File: config.mk
export PLATFORM = sky130hd
export DESIGN_NAME = router_fsm
export DESIGN_NICKNAME = d
export VERILOG_FILES = /design/src/rtl/router_fsm_pkg.sv /design/src/rtl/router_fsm.sv
export SDC_FILE = /design/constraint.sdc
export NUM_CORES = 1
export LEC_CHECK = 0
export ABC_AREA = 1
export ABC_CLOCK_PERIOD_IN_PS = 2000
export BUFFER_PORTS_ARGS = -buffer_cell sky130_fd_sc_hd__buf_2
export CAP_MARGIN = 10
export CORE_AREA = 3 3 40 42
export CTS_CLUSTER_DIAMETER = 120
export CTS_CLUSTER_SIZE = 20
export DETAILED_ROUTE_END_ITERATION = 7
export DIE_AREA = 0 0 43 45
export GPL_TIMING_DRIVEN = 0
export HOLD_SLACK_MARGIN = 0.06
export PLACE_DENSITY = 0.72
export SETUP_SLACK_MARGIN = 0.3
export SYNTH_ARGS = -nofsm -noshare
export SYNTH_HDL_FRONTEND = slang
export SYNTH_SLANG_ARGS = --single-unit
export TNS_END_PERCENT = 1
File: constraint.sdc
create_clock -name clock -period 2 [get_ports clock]
set_input_delay 0.2 -clock clock [delete_from_list [all_inputs] [get_ports clock]]
set_output_delay 0.2 -clock clock [all_outputs]
set_load 0.01 [all_outputs]
File: src/rtl/router_fsm_pkg.sv
// router_fsm_pkg: shared router FSM state encoding, address constants and port-select helper.
// Contents: state_t (8 controller states), ADDR_INVALID (reserved header address),
//           NUM_PORTS (output port count), port_sel (pick one per-port flag by index).
package router_fsm_pkg;

    typedef enum logic [2:0] {
        DECODE_ADDRESS,
        LOAD_FIRST_DATA,
        LOAD_DATA,
        FIFO_FULL_STATE,
        LOAD_AFTER_FULL,
        LOAD_PARITY,
        CHECK_PARITY_ERROR,
        WAIT_TILL_EMPTY
    } state_t;

    localparam logic [1:0] ADDR_INVALID = 2'b11;
    localparam int         NUM_PORTS    = 3;

    // Out-of-range indices read as 0 so an unmapped address can never select a port.
    function automatic logic port_sel(input logic [NUM_PORTS-1:0] v, input int idx);
        logic r;
        r = 1'b0;
        for (int i = 0; i < NUM_PORTS; i++)
            if (idx == i) r = v[i];
        return r;
    endfunction

endpackage

File: src/rtl/router_fsm.sv
// router_fsm: packet router controller sequencing header decode, payload load, full stalls and parity check.
// Ports: clock/resetn (async active-low); pkt_valid, data_in (header address), fifo_full,
//        fifo_empty_0..2, soft_reset_0..2, parity_done, low_pkt_valid in;
//        detect_add, lfd_state, ld_state, laf_state, full_state, write_enb_reg, rst_int_reg, busy out
//        (all outputs decoded directly from the current state).
module router_fsm
    import router_fsm_pkg::*;
#(
    parameter int ADDR_W = 2
) (
    input  logic              clock,
    input  logic              resetn,
    input  logic              pkt_valid,
    input  logic [ADDR_W-1:0] data_in,
    input  logic              fifo_full,
    input  logic              fifo_empty_0,
    input  logic              fifo_empty_1,
    input  logic              fifo_empty_2,
    input  logic              soft_reset_0,
    input  logic              soft_reset_1,
    input  logic              soft_reset_2,
    input  logic              parity_done,
    input  logic              low_pkt_valid,
    output logic              detect_add,
    output logic              lfd_state,
    output logic              ld_state,
    output logic              laf_state,
    output logic              full_state,
    output logic              write_enb_reg,
    output logic              rst_int_reg,
    output logic              busy
);

    state_t              state_q, state_d;
    logic [ADDR_W-1:0]   addr_q, addr_d;
    logic [NUM_PORTS-1:0] empty_v, soft_v;
    logic                addr_ok;

    assign empty_v = {fifo_empty_2, fifo_empty_1, fifo_empty_0};
    assign soft_v  = {soft_reset_2, soft_reset_1, soft_reset_0};
    assign addr_ok = data_in != ADDR_W'(ADDR_INVALID);

    // addr is captured on every valid DECODE_ADDRESS cycle, even for the reserved address.
    assign addr_d = (state_q == DECODE_ADDRESS && pkt_valid) ? data_in : addr_q;

    always_comb begin
        state_d = state_q;
        case (state_q)
            DECODE_ADDRESS:     if (pkt_valid && addr_ok)
                                    state_d = port_sel(empty_v, int'(data_in)) ? LOAD_FIRST_DATA : WAIT_TILL_EMPTY;
            LOAD_FIRST_DATA:    state_d = LOAD_DATA;
            LOAD_DATA:          state_d = fifo_full ? FIFO_FULL_STATE : !pkt_valid ? LOAD_PARITY : LOAD_DATA;
            FIFO_FULL_STATE:    state_d = fifo_full ? FIFO_FULL_STATE : LOAD_AFTER_FULL;
            LOAD_AFTER_FULL:    state_d = parity_done ? DECODE_ADDRESS : low_pkt_valid ? LOAD_PARITY : LOAD_DATA;
            LOAD_PARITY:        state_d = CHECK_PARITY_ERROR;
            CHECK_PARITY_ERROR: state_d = fifo_full ? FIFO_FULL_STATE : DECODE_ADDRESS;
            WAIT_TILL_EMPTY:    state_d = port_sel(empty_v, int'(addr_q)) ? LOAD_FIRST_DATA : WAIT_TILL_EMPTY;
            default:            state_d = DECODE_ADDRESS;
        endcase
        // Only the timeout of the port this packet targets can abort it.
        if (port_sel(soft_v, int'(addr_q))) state_d = DECODE_ADDRESS;
    end

    always_ff @(posedge clock or negedge resetn) begin
        if (!resetn) begin
            state_q <= DECODE_ADDRESS;
            addr_q  <= '0;
        end else begin
            state_q <= state_d;
            addr_q  <= addr_d;
        end
    end

    assign detect_add    = state_q == DECODE_ADDRESS;
    assign lfd_state     = state_q == LOAD_FIRST_DATA;
    assign ld_state      = state_q == LOAD_DATA;
    assign laf_state     = state_q == LOAD_AFTER_FULL;
    assign full_state    = state_q == FIFO_FULL_STATE;
    assign rst_int_reg   = state_q == CHECK_PARITY_ERROR;
    assign write_enb_reg = state_q == LOAD_DATA || state_q == LOAD_PARITY || state_q == LOAD_AFTER_FULL;
    assign busy          = !(state_q == DECODE_ADDRESS || state_q == LOAD_DATA);

endmodule

-- Word level (Yosys, flattened, before mapping)
Index checks and enable logic that the tools add are counted.
- bits in registers: 5
- input bits: 14
- output and inout bits: 8
- equality and inequality tests: 13
- muxes and demuxes: 23
- reductions and logical operators: 9
- operators with widths (cell ; number):
    $mux 3 ; 9
    $pmux 3 s8 ; 1
    $eq 3x3->1 const B ; 4
    $mux 1 ; 12
    $eq 2x2->1 const B ; 4
    $eq 3x2->1 const B ; 2
    $logic_not 2->1 ; 2
    $eq 3x1->1 const B ; 1
    $logic_not 3->1 ; 1
    $logic_or 1x1->1 ; 3
    $ne 3x1->1 const B ; 1
    $logic_and 1x1->1 ; 2
    $mux 2 ; 1
    $ne 2x2->1 const B ; 1
    $logic_not 1->1 ; 1

-- Longest topological paths before layout
Gate-level depths: netlist (run 1).
- depth in word-level cells: 10
- mapped depth: 8
- mapped depth without buffers: 7

-- Least setup slack after synthesis (run 1)
No wires, ideal clock.
- kind: reg-to-output
- from: reg state_q[0]
- to: out write_enb_reg
- arrival time: 920 ps
- path slack: 880 ps
- stages on the path, launching flop included: 7
- path buffers: 1
- cells stage by stage: dfrtp_1 > buf_6 > inv_2 > nand2_2 > nor2_4 > inv_1 > o21ai_0
- cells in the longest elaborated chain, start to end: 3
- ends and longest elaborated chain (what ; RTL line ; text):
    start, declared ; router_fsm.sv:34 ; state_t state_q, state_d;
    start signal, assigned ; router_fsm.sv:69 ; state_q <= state_d;
    $eq 3x2->1 ; - ;
    net ld_state ; router_fsm.sv:26 ; output logic ld_state,
    $logic_or 1x1->1 (2 in a row) ; router_fsm.sv:80 ; assign write_enb_reg = state_q == LOAD_DATA || state_q == LOAD_PARITY || state_q == LOAD_AFTER_FULL;
    end, declared ; router_fsm.sv:29 ; output logic write_enb_reg,
The timed path passes the listed nets, and every way through them passes these cells.

-- Worst setup path in the final report (run 1)
- from: reg state_q[0]
- to: out busy
- cells in the longest elaborated chain, start to end: 3
- ends and longest elaborated chain (what ; RTL line ; text):
    $eq 3x2->1 or $logic_not 3->1 (tied branches) ; router_fsm.sv:81 ; assign busy = !(state_q == DECODE_ADDRESS || state_q == LOAD_DATA);
    $logic_or 1x1->1 (*) ; router_fsm.sv:81 ;
    $logic_not 1->1 (*) ; router_fsm.sv:81 ;
    end, declared ; router_fsm.sv:31 ; output logic busy
Mark *: on every way between the ends. The rest lies on a longest branch, timed or not.

==> results of run 1 <==
==> critical path, delay by kind of cell (launching register included) <==
| family | cells | cell delay [ns] |
|---|---|---|
| and+or+nand+nor | 3 | 0.22 |
| DFF | 1 | 0.36 |
| buffers and inverters | 5 | 0.42 |
==> cell usage after synthesis, drive strengths merged <==
master	count	area share, %
inv	18	12
nand2	23	18
buf	3	5.8
o21ai	5	4.3
nand3	17	15
nor2	19	19
dfrtp	5	21
nand4	1	1.1
a21oi	3	3.9
==> report_power, final <==
| part | total, W | internal (W) | leakage, nW | switching (W) |
|---|---|---|---|---|
| Combinational | 0.000696 | 0.000273 | 0.345 | 0.000424 |
| Clock | 0.000115 | 0.0000753 | 0.0150 | 0.0000393 |
| Sequential | 0.000175 | 0.000146 | 0.0637 | 0.0000299 |
| Total | 0.000986 | 0.000493 | 0.424 | 0.000493 |
==> sequential cells by signal (all words and copies together), names as in the netlist <==
name,cells
state_q,3
addr_q,2
==> layer usage <==
metal | global-route usage (%) | up-vias | routed length, microns | part of all wire [%]
li1 | - | 342 | - | -
met3 | 5.18 | 0 | 88 | 7.3
met4 | 3.61 | 0 | 0 | 0
met1 | 16.3 | 253 | 544 | 45
met2 | 25.1 | 18 | 573 | 48
met5 | 0 | - | 0 | 0
==> kinds of logic (layout without fill, tap and decap cells) <==
family                 Yosys count  count (layout)
and+or+nand+nor                 60              60
buffers and inverters           21              47
AOI/OAI and AO/OA                8               8
DFF                              5               5
==> layout make-up <==
class | count | area [sq um]
Fill cell | 131 | 542
Buffer | 3 | 33.8
Sequential cell | 5 | 125
Tap cell | 15 | 18.8
Multi-Input combinational cell | 68 | 354
Clock buffer | 4 | 26.3
Inverter | 18 | 70.1
Timing Repair Buffer | 22 | 115
==> path summary, 6_finish.rpt <==
path,end,slack (ns)
max,busy,0.55
min,addr_q[1],0.28
max reg2reg,state_q[1],0.89
min reg2reg,addr_q[0],0.55
max in group asynchronous,addr_q[0],1.56
min in group asynchronous,state_q[1],0.31
==> repair_timing <==
item,4_1_cts,5_1_grt
endpoints found under the hold margin,5,0
resized for setup,0,0
hold buffers,1,0
==> stage by stage <==
step                      hold WS (ns)  instance area (sq um)
after floorplan                -0.0956                    583
after global placement          0.0152                    707
after detailed placement        0.0147                    707
after CTS                        0.277                    743
after global routing             0.288                    743
final                            0.284                    743
==> results.tsv, run 1 <==
metric	value	unit
outcome	finished clean	
die width	43	microns
wire length per cell	8.93	microns
HP Start	pkt_valid	
crit path launch	state_q[0]	
Final Util	57.8	%
startpoint class of the critical path	flip-flop	
total number of vias	613	
CTS buffer count	3	
Power Total	0.000986	W
synthesized flop and latch total	5	
commonest non-fill, non-tap cell in the layout	buf_2	
CTS max path bufs	2	
Clock Skews	0.00544	ns
simple-gate portion of the synthesized area	52.6	%
pwr dens	1330	nW/um^2
worst vdd ir	665	uV
die area	1940	sq um
post-layout min period	1.45	ns
Worst Setup End Kind	primary output	
fmax	0.687	GHz
unrepaired setup endpoints after global routing	no	
HPWL Detailed	1020	microns
clk_lat worst skew	0.24	ns
reg-to-reg startpoint	state_q[0]	
post-synth cell types	17	
postcts setup bufs	0	
compound-cell area share of the yosys netlist	8.15	%
Final Instance Count excl. Fillers	135	
CTS tree	done	
# setup viols final	0	
Clk Tree Root Cell	clkbuf_4	
net count after synthesis	108	
io pins	22	
Critical-path top delay cell	dfrtp_1	
Syn Area/Cell	6.20	sq um
Seq/Total Area, Yosys	21.5	%
fin nets	135	
first-pass iteration count of the detailed router	4	
cell repeated most along the worst path	inv_1	
commonest cells after routing, fill and taps aside	21 x buf_2, 18 x nand2_1, 17 x nand3_1	
Post-Synth Adder-Cell Area	0	%
Initial Utilization	45.4	%
Worst EP required	1.80	ns
layout cells sized above 1	38.3	%
arrival time worst endpoint	1.25	ns
slack of the critical path	0.545	ns
Critical Path Fanout Max	8	
drt drc	0	
first-pass GRT wire length	2100	microns
CTS clock-pin slew for the worst setup and hold paths	0.04	ns
Row Count	13	
Core Footprint	1280	sq um
Initial DRC Count	10	
DP Worst Slack	0.801	ns
Hold WC Path Type	in -> reg	
GR Util All Layers	14.2	%
Least-Margin Pin Slew	0.144	ns
max-slew violations	0	
Lkg Pwr	0.424	nW
placed cell count	130	
final hold violation count	0	
Final period util	72.7	%
cell count of the worst hold path	3	
CTS Sinks	5	
synth warn	0	
cells after synthesis	94	
Post-Synth XOR/XNOR Area	0	%
Antenna Cells	0	
worst r2r path cells	7	
initial antenna violation count	0	
Overflow after GRT	0	
Port-buffer cells	21	
post-DR vias/cell	4.54	
number of global-route vias before repair	535	
Post-Syn Area	583	sq um
largest family of logic cells by synthesized area	simple AND/OR/NAND/NOR gates	
total routed wirelength	1210	microns
peak per-stage delay on the critical path	0.36	ns
Cell Chain, Critical Path	buf_6 > inv_2 > nand2_2 > nor2_4 > inv_1 > nand2_1 > inv_1 > buf_2	
Chip Height	45	microns
htree depth	1	
critical path class	reg -> out	
setup_tns	0	ns
Layout area overhead	27.5	%
GP Congestion	0.812	
largest net degree at the start of global routing	9	
mux share of post-synthesis cell area	0	%
Slew Limit Headroom	90.4	%
Max Cap Viol	0	
antenna-violating nets left	0	
Note: power is estimated with default switching activity, not from simulation.
==> inputs of run 2 (changes only) <==
--- a/config.mk
+++ b/config.mk
@@ -6,7 +6,7 @@
 export NUM_CORES = 1
 export LEC_CHECK = 0
 export ABC_AREA = 1
-export ABC_CLOCK_PERIOD_IN_PS = 2000
+export ABC_CLOCK_PERIOD_IN_PS = 1500
 export BUFFER_PORTS_ARGS = -buffer_cell sky130_fd_sc_hd__buf_2
 export CAP_MARGIN = 10
 export CORE_AREA = 3 3 40 42
==> constraint.sdc (replaced) <==
create_clock -name clock -period 1.5 [get_ports clock]
set_input_delay 0.15 -clock clock [delete_from_list [all_inputs] [get_ports clock]]
set_output_delay 0.15 -clock clock [all_outputs]
set_load 0.01 [all_outputs]
==> run 2 against run 1 <==
First-iteration DRC count decreased by 40%. Count of clock-buffer cells in the layout stayed put. Critical endpoint unchanged. Setup slack worse by 0.40 ns.
==> results.tsv, run 2 (same netlist as run 1, synthesis figures left out) <==
metric	value	unit
outcome	finished clean	
Hold Slack	0.234	ns
crit path launch	state_q[0]	
arrival time worst endpoint	1.21	ns
r2r setup slk	0.34	ns
worst r2r path cells	9	
CTS buffer count	3	
Clk Tree Root Cell	clkbuf_4	
startpoint class of the critical path	flip-flop	
antenna-violating nets left	0	
setup_tns	0	ns
Initial Utilization	45.4	%
Overflow after GRT	0	
# setup viols final	0	
Critical Path Fanout Max	4	
Final Instance Count excl. Fillers	138	
drt drc	0	
die width	43	microns
peak per-stage delay on the critical path	0.36	ns
pwr dens	1790	nW/um^2
number of global-route vias before repair	567	
largest net degree at the start of global routing	9	
Least-Margin Pin Slew	0.144	ns
Worst R2R End	state_q[1]	
layout cells sized above 1	40.7	%
placed cell count	130	
max-slew violations	0	
Max Cap Viol	0	
total number of vias	622	
Clock Skews	0.00696	ns
CTS Sinks	5	
Row Count	13	
Port-buffer cells	21	
Chip Height	45	microns
Antenna Cells	0	
Fillers	124	
GP Congestion	0.812	
post-layout min period	1.36	ns
Cell Chain, Critical Path	buf_6 > inv_4 > nand2_4 > nor2_4 > inv_2 > nand2_1 > inv_1 > buf_2	
largest registers	state_q x3, addr_q x2	
cell count of the worst hold path	3	
first-pass iteration count of the detailed router	4	
fin nets	138	
CTS max path bufs	2	
Worst Setup End Kind	primary output	
post-DR vias/cell	4.51	
destination of the worst hold path	addr_q[1]	
Hold WC Path Type	in -> reg	
Worst EP required	1.35	ns
CTS clock-pin slew for the worst setup and hold paths	0.04	ns
die area	1940	sq um
Slew Limit Headroom	90.4	%
max FFs per register	3	
commonest cells after routing, fill and taps aside	21 x buf_2, 18 x nand2_1, 17 x nand3_1	
Lkg Pwr	0.443	nW
HP Start	pkt_valid	
GR Util All Layers	15.1	%
fmax	0.737	GHz
total routed wirelength	1260	microns
Initial DRC Count	6	
initial antenna violation count	0	
HPWL Detailed	1020	microns
Layout area overhead	32.6	%
worst vdd ir	957	uV
htree depth	1	
commonest non-fill, non-tap cell in the layout	buf_2	
wire length per cell	9.16	microns
clk_lat worst skew	0.24	ns
final hold violation count	0	
reg-to-reg startpoint	state_q[0]	
io pins	22	
Core Footprint	1280	sq um
first-pass GRT wire length	2240	microns
Final period util	90.5	%
unrepaired setup endpoints after global routing	yes	
CTS tree	done	
Top reg by flops	state_q	
critical path class	reg -> out	
Critical-path top delay cell	dfrtp_1	
## run 2: cell count changes in the layout (fill, tap and decap cells not counted)
cell     change
nand2_4      +1
buf_4        +3
inv_1        -1
nand2_2      -1
inv_4        +1
## run 2: through the flow
step | util (%) | setup slack, ns | cell area, sq um | power (W)
floorplan | - | 0.430 | 583 | 0.000957
global placement | 55.0 | 0.369 | 707 | 0.00116
detailed placement | 55.0 | 0.351 | 707 | 0.00117
CTS | 60.2 | 0.106 | 773 | 0.00141
global route | 60.2 | 0.0673 | 773 | 0.00153
finish | 60.2 | 0.143 | 773 | 0.00138
## run 2: what timing repair did
item,CTS,global route
hold buffers,1,0
setup endpoints to repair,7,11
endpoints found under the hold margin,5,0
pin swaps,1,1
buffers inserted,3,0
resized for setup,3,0
## run 2: worst max-delay path by stage
stage | to | slack [ns] | depth (start not counted)
after CTS | busy | 0.11 | 8
after global placement | write_enb_reg | 0.37 | 7
after global routing | busy | 0.07 | 8
final | busy | 0.14 | 8
after detailed placement | busy | 0.35 | 8
after floorplan | write_enb_reg | 0.43 | 6
## run 2: cell type report
| class | count | area, sq um | share of cell area [%] |
|---|---|---|---|
| Inverter | 18 | 72.6 | 9.39 |
| Sequential cell | 5 | 125 | 16.2 |
| Tap cell | 15 | 18.8 | 2.43 |
| Timing Repair Buffer | 25 | 138 | 17.8 |
| Buffer | 3 | 33.8 | 4.37 |
| Multi-Input combinational cell | 68 | 359 | 46.4 |
| Clock buffer | 4 | 26.3 | 3.40 |
## run 2: where the power goes
part | total (W) | switching [W] | internal, W
sequential | 0.000234 | 0.0000396 | 0.000194
clock | 0.000154 | 0.0000538 | 0.000100
combinational | 0.000997 | 0.000590 | 0.000407
## run 2: critical path: cells and delay by family (launching register included)
family / cells / cell delay [ns]
buf+inv: 5 / 0.38
flops: 1 / 0.36
simple gates: 3 / 0.21
## run 2: per-layer routing
metal	GRT usage, %	routed length (microns)	vias up	share of wire (%)
met5	0	0	-	0
met4	3.61	0	0	0
met3	5.18	88	0	7.0
met2	27.2	631	18	50
met1	17.3	544	254	43
li1	-	-	350	-
